### src/rtl/uart_cmd_pkg.sv
// Shared definitions for the UART command parser: FSM states, ASCII codes,
// time-field limits and small character-classification helpers.
package uart_cmd_pkg;

    // Parser states: idle/single-char commands, collecting the six time
    // digits, and waiting for the terminating carriage return.
    typedef enum logic [1:0] {
        ST_IDLE    = 2'd0,
        ST_COLLECT = 2'd1,
        ST_WAIT_CR = 2'd2
    } state_t;

    // Command letters are stored upper case; lower case is folded before compare.
    localparam logic [7:0] CMD_RUN   = 8'h52;  // 'R'
    localparam logic [7:0] CMD_CLEAR = 8'h43;  // 'C'
    localparam logic [7:0] CMD_MODE  = 8'h4D;  // 'M'
    localparam logic [7:0] CMD_SET   = 8'h53;  // 'S'
    localparam logic [7:0] ASCII_CR  = 8'h0D;
    localparam logic [7:0] ASCII_LF  = 8'h0A;
    localparam logic [7:0] ASCII_0   = 8'h30;
    localparam logic [7:0] ASCII_9   = 8'h39;

    // Upper limits of the decoded time fields (centiseconds cannot exceed 99).
    localparam logic [6:0] MAX_MIN = 7'd59;
    localparam logic [6:0] MAX_SEC = 7'd59;

    // A set command carries MM SS CC: six decimal digits.
    localparam int         NUM_DIGITS = 6;
    localparam logic [2:0] LAST_DIGIT = 3'(NUM_DIGITS - 1);

    // Fold ASCII 'a'..'z' onto 'A'..'Z'; every other code passes unchanged.
    function automatic logic [7:0] to_upper(input logic [7:0] c);
        if ((c >= 8'h61) && (c <= 8'h7A)) begin
            return c - 8'h20;
        end
        return c;
    endfunction

    // True for ASCII '0'..'9'.
    function automatic logic is_digit(input logic [7:0] c);
        return (c >= ASCII_0) && (c <= ASCII_9);
    endfunction

endpackage

### src/rtl/uart_cmd_parser_bcd2_to_bin.sv
// Two BCD digits (tens, ones) to a 7-bit binary value. Purely combinational;
// tens*10 is formed as (t<<3)+(t<<1) so no multiplier is needed. Legal digit
// pairs (00..99) never overflow the 7-bit result.
module bcd2_to_bin (
    input  logic [3:0] i_tens,
    input  logic [3:0] i_ones,
    output logic [6:0] o_value
);

    logic [6:0] w_tens;
    logic [6:0] w_ones;

    assign w_tens  = {3'b000, i_tens};
    assign w_ones  = {3'b000, i_ones};
    assign o_value = (w_tens << 3) + (w_tens << 1) + w_ones;

endmodule

### src/rtl/uart_cmd_parser.sv
// UART command parser: turns received bytes into stopwatch control pulses
// (run/stop, clear, mode) and parses the "S MMSSCC <CR>" set-time command
// into range-checked minute/second/centisecond values. All outputs are
// registered and appear one cycle after the rx_done strobe that caused them.
module uart_cmd_parser
    import uart_cmd_pkg::*;
#(
    parameter int CLK_HZ     = 100_000_000,
    parameter int TIMEOUT_MS = 1000
) (
    input  logic       clk,
    input  logic       rst,
    input  logic [7:0] rx_data,
    input  logic       rx_done,
    output logic       run_stop,
    output logic       clear,
    output logic       mode,
    output logic       set_valid,
    output logic [5:0] set_min,
    output logic [5:0] set_sec,
    output logic [6:0] set_cs,
    output logic       err,
    output logic       busy
);

    // Inter-byte timeout of a set command, in clock cycles.
    localparam int              TIMEOUT_CYC = CLK_HZ / 1000 * TIMEOUT_MS;
    localparam int              TO_W        = $clog2(TIMEOUT_CYC + 1);
    localparam logic [TO_W-1:0] TO_LAST     = TO_W'(TIMEOUT_CYC - 1);
    localparam logic [TO_W-1:0] TO_ONE      = TO_W'(1);

    // FSM, digit store and timeout counter.
    state_t          r_state;
    logic [TO_W-1:0] r_to_cnt;
    logic [2:0]      r_digit_cnt;
    logic [5:0][3:0] r_digit;

    // Registered outputs.
    logic       r_run_stop;
    logic       r_clear;
    logic       r_mode;
    logic       r_set_valid;
    logic [5:0] r_set_min;
    logic [5:0] r_set_sec;
    logic [6:0] r_set_cs;
    logic       r_err;
    logic       r_busy;

    // Decode helpers.
    logic [7:0] w_byte_uc;
    logic [6:0] w_min;
    logic [6:0] w_sec;
    logic [6:0] w_cs;
    logic       w_time_ok;
    logic       w_timeout;

    assign w_byte_uc = to_upper(rx_data);
    assign w_timeout = (r_to_cnt == TO_LAST);
    assign w_time_ok = (w_min <= MAX_MIN) && (w_sec <= MAX_SEC);

    // Digit pairs on the wire are tens first: d0d1 = minutes, d2d3 = seconds,
    // d4d5 = centiseconds.
    bcd2_to_bin u_bcd_min (
        .i_tens  (r_digit[0]),
        .i_ones  (r_digit[1]),
        .o_value (w_min)
    );

    bcd2_to_bin u_bcd_sec (
        .i_tens  (r_digit[2]),
        .i_ones  (r_digit[3]),
        .o_value (w_sec)
    );

    bcd2_to_bin u_bcd_cs (
        .i_tens  (r_digit[4]),
        .i_ones  (r_digit[5]),
        .o_value (w_cs)
    );

    // Command FSM: byte decode, digit capture, timeout supervision and all
    // registered outputs. A byte arriving on the timeout terminal count wins.
    always_ff @(posedge clk or posedge rst) begin
        if (rst) begin
            r_state     <= ST_IDLE;
            r_to_cnt    <= '0;
            r_digit_cnt <= '0;
            // NOTE: the digit store is only six nibbles, so it is reset
            // along with the control state; larger memories would not be.
            r_digit     <= '0;
            r_run_stop  <= 1'b0;
            r_clear     <= 1'b0;
            r_mode      <= 1'b0;
            r_set_valid <= 1'b0;
            r_set_min   <= '0;
            r_set_sec   <= '0;
            r_set_cs    <= '0;
            r_err       <= 1'b0;
            r_busy      <= 1'b0;
        end else begin
            // NOTE: pulses default low every cycle and are raised only by the
            // branch that needs them; non-blocking assignments make the last
            // write win without ordering hazards between the branches.
            r_run_stop  <= 1'b0;
            r_clear     <= 1'b0;
            r_mode      <= 1'b0;
            r_set_valid <= 1'b0;
            r_err       <= 1'b0;

            case (r_state)
                ST_IDLE: begin
                    r_to_cnt <= '0;
                    if (rx_done) begin
                        case (w_byte_uc)
                            CMD_RUN:   r_run_stop <= 1'b1;
                            CMD_CLEAR: r_clear    <= 1'b1;
                            CMD_MODE:  r_mode     <= 1'b1;
                            CMD_SET: begin
                                r_state     <= ST_COLLECT;
                                r_busy      <= 1'b1;
                                r_digit_cnt <= '0;
                            end
                            ASCII_CR, ASCII_LF: begin
                                // Line endings between commands are ignored.
                            end
                            default:   r_err      <= 1'b1;
                        endcase
                    end
                end

                ST_COLLECT: begin
                    if (rx_done) begin
                        r_to_cnt <= '0;
                        if (is_digit(rx_data)) begin
                            r_digit[r_digit_cnt] <= rx_data[3:0];
                            r_digit_cnt          <= r_digit_cnt + 3'd1;
                            if (r_digit_cnt == LAST_DIGIT) begin
                                r_state <= ST_WAIT_CR;
                            end
                        end else begin
                            r_err   <= 1'b1;
                            r_state <= ST_IDLE;
                            r_busy  <= 1'b0;
                        end
                    end else if (w_timeout) begin
                        r_err    <= 1'b1;
                        r_state  <= ST_IDLE;
                        r_busy   <= 1'b0;
                        r_to_cnt <= '0;
                    end else begin
                        r_to_cnt <= r_to_cnt + TO_ONE;
                    end
                end

                ST_WAIT_CR: begin
                    if (rx_done) begin
                        r_to_cnt <= '0;
                        r_state  <= ST_IDLE;
                        r_busy   <= 1'b0;
                        if ((rx_data == ASCII_CR) && w_time_ok) begin
                            r_set_min   <= w_min[5:0];
                            r_set_sec   <= w_sec[5:0];
                            r_set_cs    <= w_cs;
                            r_set_valid <= 1'b1;
                        end else begin
                            r_err <= 1'b1;
                        end
                    end else if (w_timeout) begin
                        r_err    <= 1'b1;
                        r_state  <= ST_IDLE;
                        r_busy   <= 1'b0;
                        r_to_cnt <= '0;
                    end else begin
                        r_to_cnt <= r_to_cnt + TO_ONE;
                    end
                end

                default: begin
                    r_state  <= ST_IDLE;
                    r_busy   <= 1'b0;
                    r_to_cnt <= '0;
                end
            endcase
        end
    end

    assign run_stop  = r_run_stop;
    assign clear     = r_clear;
    assign mode      = r_mode;
    assign set_valid = r_set_valid;
    assign set_min   = r_set_min;
    assign set_sec   = r_set_sec;
    assign set_cs    = r_set_cs;
    assign err       = r_err;
    assign busy      = r_busy;

endmodule

### config.mk
export PLATFORM = sky130hd
export DESIGN_NAME = uart_cmd_parser
export DESIGN_NICKNAME = d
export VERILOG_FILES = /design/src/rtl/uart_cmd_pkg.sv /design/src/rtl/uart_cmd_parser_bcd2_to_bin.sv /design/src/rtl/uart_cmd_parser.sv
export SDC_FILE = /design/constraint.sdc
export NUM_CORES = 1
export LEC_CHECK = 0
export ABC_CLOCK_PERIOD_IN_PS = 4000
export BUFFER_PORTS_ARGS = -buffer_cell sky130_fd_sc_hd__buf_2
export CORE_ASPECT_RATIO = 0.7
export CORE_UTILIZATION = 45
export CTS_CLUSTER_DIAMETER = 60
export DETAILED_ROUTE_END_ITERATION = 6
export SLEW_MARGIN = 20
export SYNTH_ARGS = -nofsm -noshare
export SYNTH_HDL_FRONTEND = slang
export SYNTH_HIERARCHICAL = 1
export SYNTH_SLANG_ARGS = --single-unit
export TNS_END_PERCENT = 100
### constraint.sdc
create_clock -name clk -period 4 [get_ports clk]
set_clock_uncertainty 0.05 [all_clocks]
set_input_delay 0.6 -clock clk [delete_from_list [all_inputs] [get_ports clk]]
set_output_delay 0.6 -clock clk [all_outputs]
set_load 0.02 [all_outputs]
; Yosys cells after proc, flatten, opt, wreduce, memory -nomap -nowiden
; Index checks and enable logic that the tools add are counted.
[word_totals]
ff_bits = 81
inputBits = 11
out_inout_bits = 25
[classes]
n_addsub = 9
order_cmp = 8
n_eq_ne = 17
n_mux = 49
reduce_logical = 14
[ops]
columns = op, count
row1 = two-way mux 27 bit, 3
row2 = "equality test 8 x 7 -> 1 bit, second input constant", 4
row3 = "adder 27 x 1 -> 27 bit, second input constant", 1
row4 = "equality test 27 bit, second input constant", 1
row5 = two-way mux 1 bit, 26
row6 = bitwise mux 24 bit, 1
row7 = "equality test 8 x 4 -> 1 bit, second input constant", 3
row8 = adder 7 x 4 -> 7 bit, 3
row9 = adder 7 x 5 -> 7 bit, 3
row10 = two-way mux 8 bit, 2
row11 = "less-or-equal comparator 7 x 6 -> 1 bit, second input constant", 2
row12 = two-way mux 2 bit, 7
row13 = demux 4 bit (select 3 bit), 1
row14 = two-way mux 3 bit, 4
row15 = AND reduction 3 bit, 4
row16 = ">= comparator 8 x 6 -> 1 bit, second input constant", 1
row17 = ">= comparator 8 x 7 -> 1 bit, second input constant", 1
row18 = "less-or-equal comparator 8 x 6 -> 1 bit, second input constant", 1
row19 = "less-or-equal comparator 8 x 7 -> 1 bit, second input constant", 1
row20 = "subtractor 8 x 6 -> 8 bit, second input constant", 1
row21 = "!= test 2 bit, second input constant", 3
row22 = case mux 1 bit (3 select lines), 2
row23 = case mux 2 bit (3 select lines), 1
row24 = case mux 3 bit (2 select lines), 1
row25 = other kinds (16), 20

; Logic depth before layout (Yosys ltp)
; Gate-level depths: netlist of run 1.
[depth]
word_depth = 9
depth_mapped = 12
mapped_depth_nobuf = 12

; Hierarchy
; The synthesis of run 1 kept the hierarchy.
[by_module_without_submodules]
columns = mod, n_inst, cells_each, area_per_inst_um2, seq_area_each_um2
row1 = uart_cmd_parser, 1, 338, 3895.0, 2026.9
row2 = bcd2_to_bin, 3, 27, 230.2, 0.0

; Worst setup path after synthesis of run 1
; Ideal clock, no wire load.
[synth_timing]
path_type = register to register
startpoint = reg r_digit[0] (netlist name)
endpoint = reg r_set_min[0], in the netlist set_min[0]
setup_ps = 125
t_arrival_ps = 2744
required_ps = 3825
path_slack_ps = 1081
path_stages_with_launch = 12
path_buffers = 1
synth_period_minus_slack_ps = 2919
path_cell_list = dfrtp_1 -> inv_1 -> fa_1 -> fa_1 -> nand2b_1 -> a21oi_2 -> xor2_1 -> nor3_1 -> nand2_1 -> nor4_1 -> buf_2 -> mux2_2
[synth_via]
elab_chain_cells = 6
[synth_rtl]
columns = item, line_no
row1 = start: declaration, uart_cmd_parser.sv:36  ; logic [5:0][3:0] r_digit;
row2 = start signal: indexed assignment, uart_cmd_parser.sv:135  ; r_digit[r_digit_cnt] <= rx_data[3:0];
row3 = adder 7 x 5 -> 7 bit, uart_cmd_parser_bcd2_to_bin.sv:15  ; assign o_value = (w_tens << 3) + (w_tens << 1) + w_ones;
row4 = adder 7 x 4 -> 7 bit, uart_cmd_parser_bcd2_to_bin.sv:15
row5 = net w_min[6], uart_cmd_parser.sv:51  ; logic [6:0] w_min;
row6 = less-or-equal comparator 7 x 6 -> 1 bit, uart_cmd_parser.sv:59  ; assign w_time_ok = (w_min <= MAX_MIN) && (w_sec <= MAX_SEC);
row7 = logical AND 1 bit, uart_cmd_parser.sv:59
row8 = logical AND 1 bit, uart_cmd_parser.sv:160  ; if ((rx_data == ASCII_CR) && w_time_ok) begin
row9 = AND reduction 3 bit (no source line), --
row10 = end signal: assignment, uart_cmd_parser.sv:161  ; r_set_min <= w_min[5:0];
row11 = end: declaration, uart_cmd_parser.sv:43  ; logic [5:0] r_set_min;
; The timed path passes the listed nets, and every way through them passes these cells.
; A chain may end at the register's enable or synchronous reset.

; Worst setup path after layout of run 1
[layout_timing]
startpoint = reg r_digit[0] (netlist name)
endpoint = reg r_set_min[3], in the netlist set_min[3]
; Same word-level chain as after synthesis.

==> flow_metrics.env, run 1 <==
export IMPL_result_of_the_run="finished, final reports clean"
export IMPL_core_area_mm2=0.009797
export IMPL_critical_path_startpoint_type="flop"
export IMPL_grt_start_max_net_pins=56
export IMPL_core_rowCount=30
export IMPL_crit_arrival_ns=3.37
export IMPL_setup_tns_final_ns=0
export IMPL_critPathKind="reg -> reg"
export IMPL_seq_power_share=0.453
export IMPL_synthesis_instances=419
export IMPL_reg2reg_slack_ns=0.80
export IMPL_power_share_clock=0.491
export IMPL_p_int_mw=1.423
export IMPL_pwr_share_comb=0.055
export IMPL_ys_ff_latch=81
export IMPL_grt_overflow=0
export IMPL_clk_path_buf_depth=2
export IMPL_crit_fanout=20
export IMPL_die_width_um=122.7
export IMPL_first_global_vias=3146
export IMPL_final_fill_count=870
export IMPL_grt_pass1_wl_um=16500
export IMPL_postSynth_asyncResetShare=1.000
export IMPL_p_per_area_mw_per_mm2=352.7
export IMPL_grt_antenna_before_repair=0
export IMPL_routabilityCongestion=0.8233
export IMPL_synthesis_nets=466
export IMPL_final_min_clock_period_ns=3.195
export IMPL_clkLatencyLatePin_ns=0.34
export IMPL_cts_setup_buffers=0
export IMPL_synth_area_mm2=0.004586
export IMPL_yosys_most_used_dff="sky130_fd_sc_hd__dfrtp_1"
export IMPL_die_area_mm2=0.01060
export IMPL_num_vias=3176
export IMPL_final_layout_size_suffix_gt1_frac=0.2413
export IMPL_dp_final_hpwl_um=6921
export IMPL_yosys_cell_types_count=60
export IMPL_place_area_mm2=0.004881
export IMPL_holdBufCountCts=0
export IMPL_globalRouteTotalUtil=0.2050
export IMPL_hp_class="in -> async"
export IMPL_power_switching_share=0.2256
export IMPL_setup_viol=0
export IMPL_area_growth_pct=13.62
export IMPL_cts_tree="built"
export IMPL_timing_max_cap_violations=0
export IMPL_worstPathRequired_ns=4.18
export IMPL_antenna_cells=0
export IMPL_p_sw_mw=0.4145
export IMPL_drt_initial_drc_count=208
export IMPL_wl_per_cell_um=16.24
export IMPL_post_layout_total_power_mw=1.838
export IMPL_final_net_count=502
export IMPL_unrepaired_setup_endpoints_after_global_routing="false"
export IMPL_whs_ns=0.3802
export IMPL_worstSetupEndpointType="flop"
export IMPL_footprint_of_the_multi_input_gates_mm2=0.002352
export IMPL_timing_final_max_slew_violations=0
export IMPL_syn_avg_cell_area_um2=10.94
export IMPL_post_drt_via_cell_ratio=5.401
export IMPL_dr_pass1_iters=5
export IMPL_yosys_warnings=6
export IMPL_timing_rr_start="r_digit[0]"
export IMPL_synth_seq_area_share=0.4420
export IMPL_totalWireLength_um=9552
export IMPL_worst_slew_margin_rel=0.3561
export IMPL_total_leakage_power_nw=2.538
export IMPL_root_buffer="sky130_fd_sc_hd__clkbuf_16"
export IMPL_finalInstanceArea_mm2=0.005210
export IMPL_cts_inserted_buffers=9
export IMPL_count_of_cells_resized_by_post_cts_repair=0
export IMPL_max_freq_ghz=0.3130
export IMPL_clock_pin_slew_on_the_worst_setup_and_hold_paths_ns=0.07
export IMPL_drc=0
export IMPL_seqCellArea_mm2=0.002027
export IMPL_synth_enable_flop_cells=0
export IMPL_num_io_pins=36
export IMPL_hold_viol=0
export IMPL_drtAntennaViolNets=0
export IMPL_layout_worst_path_cycle_share=0.7988
export IMPL_ir_drop_mv=0.3227
export IMPL_rr_worst_depth=11
export IMPL_rr_endpoint="set_min[3]"
export IMPL_htreeDepth=3
export IMPL_start_util=0.4681
export IMPL_port_buffers=35
export IMPL_worst_slew_pin_tran_ns=0.9658
export IMPL_die_height_um=86.46
export IMPL_clkSinkCount=81
[cells by family (layout without fill, tap and decap cells)]
logic type                 after synthesis  count (layout)  synth area share
adders and majority gates               36              36            0.1081
xor gates and xnor gates                34              34           0.06494
muxes                                   45              45            0.1102
and+or+nand+nor                        132             132            0.1599
AOI/OAI and AO/OA                       39              39           0.06849
buffers and inverters                   52              93           0.04638
DFF                                     81              81            0.4420
[synth_stat cells (6+ instances only)]
cell type / instances / area share
sky130_fd_sc_hd__a21oi_2: 6 / 0.011
sky130_fd_sc_hd__dfrtp_1: 81 / 0.44
sky130_fd_sc_hd__fa_1: 6 / 0.026
sky130_fd_sc_hd__ha_1: 30 / 0.082
sky130_fd_sc_hd__inv_1: 39 / 0.032
sky130_fd_sc_hd__mux2_2: 40 / 0.098
sky130_fd_sc_hd__nand2_1: 17 / 0.014
sky130_fd_sc_hd__nand2b_1: 6 / 0.0082
sky130_fd_sc_hd__nand3_1: 10 / 0.011
sky130_fd_sc_hd__nand4_1: 9 / 0.012
sky130_fd_sc_hd__nor2_1: 43 / 0.035
sky130_fd_sc_hd__nor3_1: 8 / 0.0087
sky130_fd_sc_hd__nor4_1: 10 / 0.014
sky130_fd_sc_hd__xnor2_1: 24 / 0.046
sky130_fd_sc_hd__xor2_1: 10 / 0.019
[worst max-delay path: stages (launching register included)]
cell and delay, ns:
sky130_fd_sc_hd__dfrtp_1 0.37, sky130_fd_sc_hd__inv_1 0.07, sky130_fd_sc_hd__fa_1 0.52, sky130_fd_sc_hd__fa_1 0.48
sky130_fd_sc_hd__nand2b_1 0.19, sky130_fd_sc_hd__a21oi_2 0.14, sky130_fd_sc_hd__xor2_1 0.10, sky130_fd_sc_hd__nor3_1 0.18
sky130_fd_sc_hd__nand2_1 0.11, sky130_fd_sc_hd__nor4_2 0.18, sky130_fd_sc_hd__buf_4 0.32, sky130_fd_sc_hd__mux2_2 0.37
[sequential cells by signal, indices dropped and copies added, names as in the netlist]
register and cells:
set_min 6, r_state 2, set_cs 7, set_valid 1
mode 1, set_sec 6, r_to_cnt 27, r_digit_cnt 3
busy 1, clear 1, run_stop 1, r_digit 24
err 1
[through the flow]
stage / util / instances / setup slack [ns]
floorplan: - / 419 / 1.081
global placement: 0.4982 / 572 / 0.9584
detailed placement: 0.4982 / 572 / 0.8327
CTS: 0.5318 / 588 / 0.8063
global route: 0.5318 / 588 / 0.6118
finish: 0.5318 / 588 / 0.8048
[routing by layer]
layer	up-vias	GRT usage	share of wire	wire length, µm
li1	1526	-	-	-
met1	1592	0.3124	0.53	5092
met2	51	0.2860	0.42	4038
met3	7	0.04803	0.035	338
met4	0	0.06098	0.0086	82
met5	-	0	0	0
[final cells by class]
type                            count  share of cell area
Multi-Input combinational cell    286              0.4515
Sequential cell                    81              0.3890
Clock buffer                       10             0.04587
Timing Repair Buffer               37             0.03650
Tap cell                          128             0.03074
Inverter                           40             0.02906
Clock inverter                      6             0.01729
[placed cells by master (no fill, tap or decap), types with 3 or more instances in the layout]
cell | netlist | final
sky130_fd_sc_hd__a21o_1 | 4 | 4
sky130_fd_sc_hd__a21oi_1 | 4 | 4
sky130_fd_sc_hd__a21oi_2 | 6 | 6
sky130_fd_sc_hd__and3_1 | 5 | 5
sky130_fd_sc_hd__and4_1 | 3 | 3
sky130_fd_sc_hd__buf_2 | 5 | 35
sky130_fd_sc_hd__clkbuf_16 | 0 | 9
sky130_fd_sc_hd__clkinv_2 | 0 | 3
sky130_fd_sc_hd__dfrtp_1 | 81 | 81
sky130_fd_sc_hd__fa_1 | 6 | 6
sky130_fd_sc_hd__ha_1 | 30 | 30
sky130_fd_sc_hd__inv_1 | 39 | 38
sky130_fd_sc_hd__mux2_1 | 4 | 4
sky130_fd_sc_hd__mux2_2 | 40 | 40
sky130_fd_sc_hd__nand2_1 | 17 | 17
sky130_fd_sc_hd__nand2b_1 | 6 | 6
sky130_fd_sc_hd__nand3_1 | 10 | 10
sky130_fd_sc_hd__nand4_1 | 9 | 9
sky130_fd_sc_hd__nor2_1 | 43 | 43
sky130_fd_sc_hd__nor3_1 | 8 | 8
sky130_fd_sc_hd__nor4_1 | 10 | 9
sky130_fd_sc_hd__o21ai_0 | 3 | 3
sky130_fd_sc_hd__or4_1 | 3 | 3
sky130_fd_sc_hd__xnor2_1 | 24 | 24
sky130_fd_sc_hd__xor2_1 | 10 | 10
[power by group through the flow]
stage | clock (mW) | sequential (mW) | combinational [mW]
floorplan | 0 | 0.849 | 0.0667
global placement | 0 | 0.848 | 0.101
detailed placement | 0 | 0.848 | 0.103
CTS | 0.925 | 0.833 | 0.104
global route | 0.953 | 0.833 | 0.116
finish | 0.902 | 0.833 | 0.102
[how the worst max path moves through the flow]
stage,from,to,slack (ns),cells past startpoint
5_1_grt,r_digit[0],set_cs[3],0.61,11
3_3_place_gp,r_digit[0],set_cs[5],0.96,11
3_5_place_dp,r_digit[0],set_cs[1],0.83,11
4_1_cts,r_digit[0],set_cs[1],0.81,11
6_report,r_digit[0],set_min[3],0.80,11
2_1_floorplan,r_digit[0],set_min[0],1.08,11
(Power assumes the default switching activity.)
==> run 2: changes to the inputs <==
ABC_CLOCK_PERIOD_IN_PS = 3100   (was 4000)
clock period = 3.1 ns   (was 4 ns; I/O delays follow)
==> flow_metrics.env, run 2 (synthesis gave the netlist of run 1 again) <==
export IMPL_result_of_the_run="finished, final reports clean"
export IMPL_crit_arrival_ns=3.24
export IMPL_holdBufCountCts=0
export IMPL_dr_pass1_iters=4
export IMPL_htreeDepth=3
export IMPL_final_net_count=514
export IMPL_timing_final_max_slew_violations=0
export IMPL_final_min_clock_period_ns=3.070
export IMPL_hp_class="in -> async"
export IMPL_core_rowCount=30
export IMPL_layout_setup_ws_ns=0.03013
export IMPL_final_fill_count=844
export IMPL_post_route_util=0.5525
export IMPL_setup_viol=0
export IMPL_critical_path_startpoint_type="flop"
export IMPL_root_buffer="sky130_fd_sc_hd__clkbuf_16"
export IMPL_grt_start_max_net_pins=46
export IMPL_worstPathRequired_ns=3.27
export IMPL_drc=0
export IMPL_max_freq_ghz=0.3257
export IMPL_grt_antenna_before_repair=0
export IMPL_unrepaired_setup_endpoints_after_global_routing="true"
export IMPL_port_buffers=35
export IMPL_clock_pin_slew_on_the_worst_setup_and_hold_paths_ns=0.06
export IMPL_hold_viol=0
export IMPL_cts_inserted_buffers=9
export IMPL_p_per_area_mw_per_mm2=429.7
export IMPL_num_io_pins=36
export IMPL_largest_register_ff_count=27
export IMPL_top_register="r_to_cnt"
export IMPL_num_vias=3249
export IMPL_clk_path_buf_depth=2
export IMPL_timing_max_cap_violations=0
export IMPL_dp_final_hpwl_um=6826
export IMPL_worstSetupEndpointType="flop"
export IMPL_total_leakage_power_nw=2.634
export IMPL_first_global_vias=3226
export IMPL_post_drt_via_cell_ratio=5.415
export IMPL_rr_worst_depth=13
export IMPL_worst_slew_margin_rel=0.4592
export IMPL_final_layout_size_suffix_gt1_frac=0.2839
export IMPL_critPathKind="reg -> reg"
export IMPL_clkLatencyLatePin_ns=0.34
export IMPL_wl_per_cell_um=16.16
export IMPL_layout_worst_path_cycle_share=0.9903
export IMPL_globalRouteTotalUtil=0.2061
export IMPL_crit_fanout=8
export IMPL_critical_path_max_stage_delay_ns=0.58
export IMPL_die_height_um=86.46
export IMPL_drt_initial_drc_count=170
export IMPL_ir_drop_mv=0.2581
export IMPL_clkSinkCount=81
export IMPL_critical_path_cell_chain="inv_2 -> fa_1 -> inv_1 -> ha_1 -> a21o_1 -> a21oi_2 -> xnor2_2 -> nand4_1 -> nand2_2 -> nor4_4 -> buf_4 -> buf_12 -> mux2_4"
export IMPL_routabilityCongestion=0.8113
export IMPL_crit_slowest_cell="sky130_fd_sc_hd__fa_1"
export IMPL_seqCellArea_mm2=0.002027
export IMPL_totalWireLength_um=9694
export IMPL_drtAntennaViolNets=0
export IMPL_worst_slew_pin_tran_ns=0.8102
export IMPL_grt_pass1_wl_um=16530
export IMPL_area_growth_pct=18.04
export IMPL_reg2reg_slack_ns=0.03
export IMPL_start_util=0.4681
export IMPL_footprint_of_the_multi_input_gates_mm2=0.002446
export IMPL_layout_cells_most_common="sky130_fd_sc_hd__dfrtp_1"
export IMPL_die_width_um=122.7
export IMPL_die_area_mm2=0.01060
export IMPL_grt_overflow=0
export IMPL_antenna_cells=0
export IMPL_core_area_mm2=0.009797
export IMPL_mostFrequentLayoutCells="sky130_fd_sc_hd__dfrtp_1, sky130_fd_sc_hd__nor2_1, sky130_fd_sc_hd__inv_1, sky130_fd_sc_hd__buf_2"
export IMPL_place_ws_ns=-0.05134
export IMPL_cts_tree="built"
## run 2: cell count changes in the layout (fill, tap and decap cells not counted), sizes merged
| cell | change |
|---|---|
| buf | +12 |
| bufinv | -1 |
| clkbuf | +1 |
| clkinv | -1 |
| clkinvlp | +1 |
## run 2: power breakdown
group | switching [mW] | internal, mW
registers | 0.00883 | 1.07
clock network | 0.438 | 0.673
logic | 0.0954 | 0.0445
## run 2: final timing paths
check,startpoint,endpoint
hold / removal,rst,set_cs[5]
setup / recovery,r_digit[8],set_cs[5]
hold reg to reg,set_sec[1],set_sec[1]
max in group asynchronous,rst,busy
setup reg to reg,r_digit[8],set_cs[5]
min in group clk,set_sec[1],set_sec[1]
## run 2: area by class of cell
type                    count  share of cell area
repair buffers             49             0.05779
flip-flops and latches     81              0.3745
inverters                  40             0.02797
clock inverters             5             0.01156
multi-input cells         286              0.4519
clock buffers              11             0.04669
well taps                 128             0.02959
## run 2: through the flow
stage	cells	hold slack (ns)	cell area [µm²]	total power [mW]	setup TNS, ns
after floorplan	419	0.4293	4586	1.182	0
after global placement	575	0.4139	4916	1.229	0
after detailed placement	575	0.4207	4916	1.230	-0.6420
after CTS	599	0.2408	5334	2.355	0
after global routing	600	0.2755	5413	2.424	-1.684
final	600	0.2109	5413	2.326	0
## run 2: worst max-delay path: cells and delay by family, from the launching register on
family | cells | cell delay, ns
adders and majority gates | 2 | 0.85
and+or+nand+nor | 3 | 0.47
buffers and inverters | 4 | 0.44
DFF | 1 | 0.38
AOI/OAI and AO/OA | 2 | 0.36
muxes | 1 | 0.30
xor gates and xnor gates | 1 | 0.10
## run 2: metal layers
layer	vias to the layer above	share of wire	global-route usage
met4	0	0.010	0.04989
met1	1604	0.52	0.3151
met2	81	0.42	0.2835
met5	-	0	0
li1	1551	-	-
met3	13	0.047	0.05789
## run 2: timing repair
action	4_1_cts	5_1_grt
resized for setup	10	19
endpoints found under the setup margin	14	19
cloned	1	0
pin swaps	7	8
setup buffers	7	2
